`src/rtl/bp_commit_update_queue.sv`:
```
// Branch predictor commit-side update queue: in-order FIFO of retired branches
// replayed to the predictor as spaced single-cycle branch_commit pulses.
//
// Ports:
//   clk, rst                  clock (rising edge), async active-high reset
//   commit_valid/pc/taken/    ROB retiring-branch push interface
//   commit_mispred
//   commit_ready              queue accepts a push this cycle (not full)
//   upd_commit/upd_pc/        predictor training pulse and payload
//   upd_taken
//   occupancy                 entries currently queued
//   branch_count              accepted branches since reset (saturating)
//   mispred_count             accepted mispredicted branches (saturating)
module bp_commit_update_queue #(
    parameter int DEPTH      = 8,
    parameter int UPD_CYCLES = 4
) (
    input  logic                     clk,
    input  logic                     rst,
    input  logic                     commit_valid,
    input  logic [31:0]              commit_pc,
    input  logic                     commit_taken,
    input  logic                     commit_mispred,
    output logic                     commit_ready,
    output logic                     upd_commit,
    output logic [31:0]              upd_pc,
    output logic                     upd_taken,
    output logic [$clog2(DEPTH):0]   occupancy,
    output logic [31:0]              branch_count,
    output logic [31:0]              mispred_count
);

    localparam int AW = $clog2(DEPTH);
    localparam int CW = (UPD_CYCLES > 2) ? $clog2(UPD_CYCLES - 1) : 1;

    typedef enum logic [1:0] {
        IDLE,
        ISSUE,
        WAIT
    } state_t;

    state_t          state, state_nxt;
    logic [32:0]     mem [DEPTH];
    logic [AW-1:0]   wr_ptr, rd_ptr;
    logic [AW:0]     count, count_nxt;
    logic [CW-1:0]   wait_cnt, wait_nxt;
    logic [31:0]     branch_cnt, mispred_cnt;
    logic [32:0]     head;
    logic            push, pop;

    assign commit_ready  = (count != (AW+1)'(DEPTH));
    assign push          = commit_valid && commit_ready;
    assign pop           = (state == ISSUE);
    assign upd_commit    = (state == ISSUE);
    assign occupancy     = count;
    assign branch_count  = branch_cnt;
    assign mispred_count = mispred_cnt;

    always_comb begin
        count_nxt = count;
        if (push && !pop)
            count_nxt = count + 1'b1;
        else if (!push && pop)
            count_nxt = count - 1'b1;
    end

    // Entering ISSUE never coincides with a pop, so rd_ptr is the head.
    // An empty queue being pushed this cycle supplies the head directly so
    // the payload register is ready on the pulse cycle.
    assign head = (count == '0) ? {commit_pc, commit_taken} : mem[rd_ptr];

    always_comb begin
        state_nxt = state;
        wait_nxt  = wait_cnt;
        unique case (state)
            IDLE: begin
                if (count_nxt != '0)
                    state_nxt = ISSUE;
            end
            ISSUE: begin
                wait_nxt  = CW'(UPD_CYCLES - 2);
                state_nxt = WAIT;
            end
            WAIT: begin
                if (wait_cnt == '0)
                    state_nxt = (count_nxt != '0) ? ISSUE : IDLE;
                else
                    wait_nxt = wait_cnt - 1'b1;
            end
            default: state_nxt = IDLE;
        endcase
    end

    always_ff @(posedge clk) begin
        if (push)
            mem[wr_ptr] <= {commit_pc, commit_taken};
    end

    always_ff @(posedge clk or posedge rst) begin
        if (rst) begin
            state       <= IDLE;
            wait_cnt    <= '0;
            wr_ptr      <= '0;
            rd_ptr      <= '0;
            count       <= '0;
            upd_pc      <= '0;
            upd_taken   <= 1'b0;
            branch_cnt  <= '0;
            mispred_cnt <= '0;
        end else begin
            state    <= state_nxt;
            wait_cnt <= wait_nxt;
            count    <= count_nxt;
            if (push)
                wr_ptr <= wr_ptr + 1'b1;
            if (pop)
                rd_ptr <= rd_ptr + 1'b1;
            if (state_nxt == ISSUE)
                {upd_pc, upd_taken} <= head;
            if (push && branch_cnt != '1)
                branch_cnt <= branch_cnt + 1'b1;
            if (push && commit_mispred && mispred_cnt != '1)
                mispred_cnt <= mispred_cnt + 1'b1;
        end
    end

endmodule

```
`config.mk`:
```
export PLATFORM = sky130hd
export DESIGN_NAME = bp_commit_update_queue
export DESIGN_NICKNAME = d
export VERILOG_FILES = /design/src/rtl/bp_commit_update_queue.sv
export SDC_FILE = /design/constraint.sdc
export NUM_CORES = 1
export LEC_CHECK = 0
export BUFFER_PORTS_ARGS = -buffer_cell sky130_fd_sc_hd__buf_2
export CORE_MARGIN = 1
export CORE_UTILIZATION = 60
export CTS_BUF_LIST = sky130_fd_sc_hd__clkbuf_4 sky130_fd_sc_hd__clkbuf_8
export DETAILED_ROUTE_END_ITERATION = 6
export HOLD_SLACK_MARGIN = 0.06
export PLACE_DENSITY_LB_ADDON = 0.1
export SYNTH_ARGS = -nofsm -noshare
export SYNTH_HDL_FRONTEND = slang
export SYNTH_SLANG_ARGS = --single-unit
```
`constraint.sdc`:
```
create_clock -name clk -period 6.2 [get_ports clk]
set_clock_uncertainty 0.05 [all_clocks]
set_input_delay 0.93 -clock clk [delete_from_list [all_inputs] [get_ports clk]]
set_output_delay 0.93 -clock clk [all_outputs]
set_load 0.01 [all_outputs]
```
==> results.sh <==
export IMPL_drv_slew=0
export IMPL_ys_ff_latch=375
export IMPL_clk_pin_slew_ns=0.07
export IMPL_cts_resized=0
export IMPL_die_w_um=162
export IMPL_cellLeakagePower_uw=0.00679
export IMPL_place_gp_congestion=0.829
export IMPL_root_buffer="clkbuf_8"
export IMPL_cts_buffers=58
export IMPL_layout_setup_ws_ns=3.06
export IMPL_io_buffers=139
export IMPL_power_per_cell_area_nw_per_um2=449
export IMPL_hold_ws_ns=0.429
export IMPL_synth_edf_count=264
export IMPL_yosysTopAreaCell="edfxtp_1"
export IMPL_synthMostInstantiatedCell="edfxtp_1"
export IMPL_wl_per_cell_um=19.9
export IMPL_ant_nets=0
export IMPL_required_ns=6.34
export IMPL_cap_violations=0
export IMPL_yosysWarnings=0
export IMPL_crit_type="flop to flop"
export IMPL_first_iter_violations=628
export IMPL_hold_viol_final=0
export IMPL_coreArea_um2=25200
export IMPL_antenna_found_initial=3
export IMPL_area_growth_pct=15.0
export IMPL_cp_arrival_ns=3.28
export IMPL_fin_nets=1136
export IMPL_grt_pass1_vias=8616
export IMPL_num_vias=8465
export IMPL_fin_setup_tns_ns=0
export IMPL_dieArea_um2=26400
export IMPL_ios=140
export IMPL_syn_area_um2=15400
export IMPL_rsz0062_at_grt="no"
export IMPL_synth_compound_area_frac=0.0240
export IMPL_grt_pass1_wl_mm=46.4
export IMPL_clock_sinks=375
export IMPL_htree_levels=2
export IMPL_fin_crit_ns=3.14
export IMPL_min_path_type="flop to flop"
export IMPL_fp_row_count=58
export IMPL_synth_top_family_by_area="multiplexers"
export IMPL_slowest_delay_ns=0.98
export IMPL_ir_drop_mv=0.328
export IMPL_synth_fa_ha_area_frac=0.00567
export IMPL_synth_simple_area_share=0.0715
export IMPL_relSlewSlack=0.209
export IMPL_clockBufferDepth=3
export IMPL_synthMuxAreaShare=0.152
export IMPL_ys_async_sr_fraction=0.296
export IMPL_globalRoute_totalOverflow=0
export IMPL_dieHeight_um=162
export IMPL_yosysTopAreaCellShare=0.514
export IMPL_grt_total_usage=0.231
export IMPL_synth_area_leaders="edfxtp_1, dfrtp_1, mux4_2"
export IMPL_timing_fmax_mhz=319
export IMPL_clkLatencyLatePin_ns=0.58
export IMPL_grt_max_degree=69
export IMPL_dp_hpwl_mm=17.2
export IMPL_synthesis_nets=957
export IMPL_drtPass1Iterations=5
export IMPL_avgSynthCellArea_um2=16.9
export IMPL_synth_cell_type_count=50
export IMPL_synth_xor_area_frac=0.0369
export IMPL_crit_fanout=33
export IMPL_end_kind="flop"
export IMPL_yosysSeqAreaShare=0.693
export IMPL_final_util=0.705
export IMPL_crit_chain="inv_1, ha_1, and3b_1, nor2_2, nand2_1, nor2_4"
export IMPL_vias_per_cell=5.75
export IMPL_yosys_top_cells_count="edfxtp_1, dfrtp_1, nand2_1, mux4_2, xnor2_1"
export IMPL_yosys_most_used_dff="edfxtp_1"
export IMPL_drc_errors=0
export IMPL_dpl_worst_slack_ns=2.88
export IMPL_syn_inst=913
export IMPL_cp_start_kind="flop"
export IMPL_tritoncts="done"
export IMPL_postCtsSetupBuffers=0
export IMPL_start_util=0.613
export IMPL_setup_viol=0
export IMPL_finalCritPeriodShare=0.506
export IMPL_cp_slowest_cell="nor2_4"
export IMPL_worst_pin_slew_ns=1.18
export IMPL_drt_wl_total_mm=29.2
export IMPL_cts_hold_buf=0
export IMPL_layout_drive_gt1_share=0.327
export IMPL_outcome="finished, final reports clean"
[layer usage]
layer	vias to the layer above	GRT usage	routed length [µm]
li1	3932	-	-
met1	4286	0.323	13000
met5	-	0	8
met2	211	0.377	14300
met3	34	0.0430	1480
met4	2	0.0596	416
[critical path, delay by kind of cell (launching register included)]
| kind | cells | cell delay [ns] |
|---|---|---|
| adders and majority gates | 1 | 0.25 |
| buffers and inverters | 1 | 0.12 |
| DFF | 1 | 0.47 |
| and+or+nand+nor | 4 | 1.83 |
[flip-flops by register name (all words and copies together), names as in the netlist]
name / count
branch_count: 32
mem: 264
mispred_count: 32
occupancy: 4
rd_ptr: 3
state: 2
upd_pc: 32
upd_taken: 1
wait_cnt: 2
wr_ptr: 3
[cell type report]
class	instances	area, µm²
antenna	2	5.00
inverter	15	66.3
timing repair buffer	155	816
multi-input combinational	487	4540
tap	330	413
sequential	375	10700
fill	1658	7430
clock buffer	96	1150
clock inverter	12	52.6
[stage by stage]
step	cell area (µm²)	std cells	power, µW
final	17800	1472	7980
after global routing	17800	1471	8410
after CTS	17700	1470	8070
after detailed placement	16500	1362	6000
after global placement	16500	1362	5910
after floorplan	15400	913	5330
[power breakdown]
group          leakage [µW]  internal [µW]  switching, µW  total [µW]
clock network      0.000645           1170            901        2070
registers           0.00381           3170            387        3560
logic               0.00233           1240           1110        2350
total               0.00679           5580           2400        7980
[cells by family (layout without fill, tap and decap cells)]
| kind of cell | count (synthesis) | count (layout) |
|---|---|---|
| flip-flops | 375 | 375 |
| AND/OR/NAND/NOR | 219 | 219 |
| multiplexers | 137 | 137 |
| XOR/XNOR | 65 | 65 |
| AO/OA/AOI/OAI | 59 | 59 |
| buffers and inverters | 51 | 278 |
| adder cells (fa/ha/maj) | 7 | 7 |
| other | 0 | 2 |
[path summary, 6_finish.rpt]
kind,start,to,slack [ns],cells past startpoint
min in group asynchronous,rst,mispred_count[0]$_DFFE_PP0P_,0.50,2
min,upd_pc[29]$_DFFE_PP0N_,upd_pc[29]$_DFFE_PP0N_,0.43,1
min reg2reg,upd_pc[29]$_DFFE_PP0N_,upd_pc[29]$_DFFE_PP0N_,0.43,1
max,occupancy[1]$_DFF_PP0_,mem[7][24]$_DFFE_PP_,3.06,6
max in group asynchronous,rst,upd_pc[4]$_DFFE_PP0N_,4.48,3
max reg2reg,occupancy[1]$_DFF_PP0_,mem[7][24]$_DFFE_PP_,3.06,6
[cells in the final DEF, fill, tap and decap left out, types with 7 or more instances in the layout]
cell type	netlist	final
nor3_1	22	18
nand3_1	30	30
o21ai_0	35	35
buf_4	0	16
clkbuf_8	0	69
and4_1	8	8
clkbuf_4	0	27
dfrtp_1	111	108
nor4_1	12	11
inv_1	13	12
xnor2_1	42	42
and3_1	10	10
mux4_2	66	66
edfxtp_1	264	264
clkinv_1	0	8
nor2_1	21	18
nand2_1	73	73
ha_1	7	7
nand4_1	28	28
mux2_4	29	29
buf_2	5	139
mux2i_1	35	35
xor2_1	23	23
No activity file was read; power rests on OpenSTA's default activity.
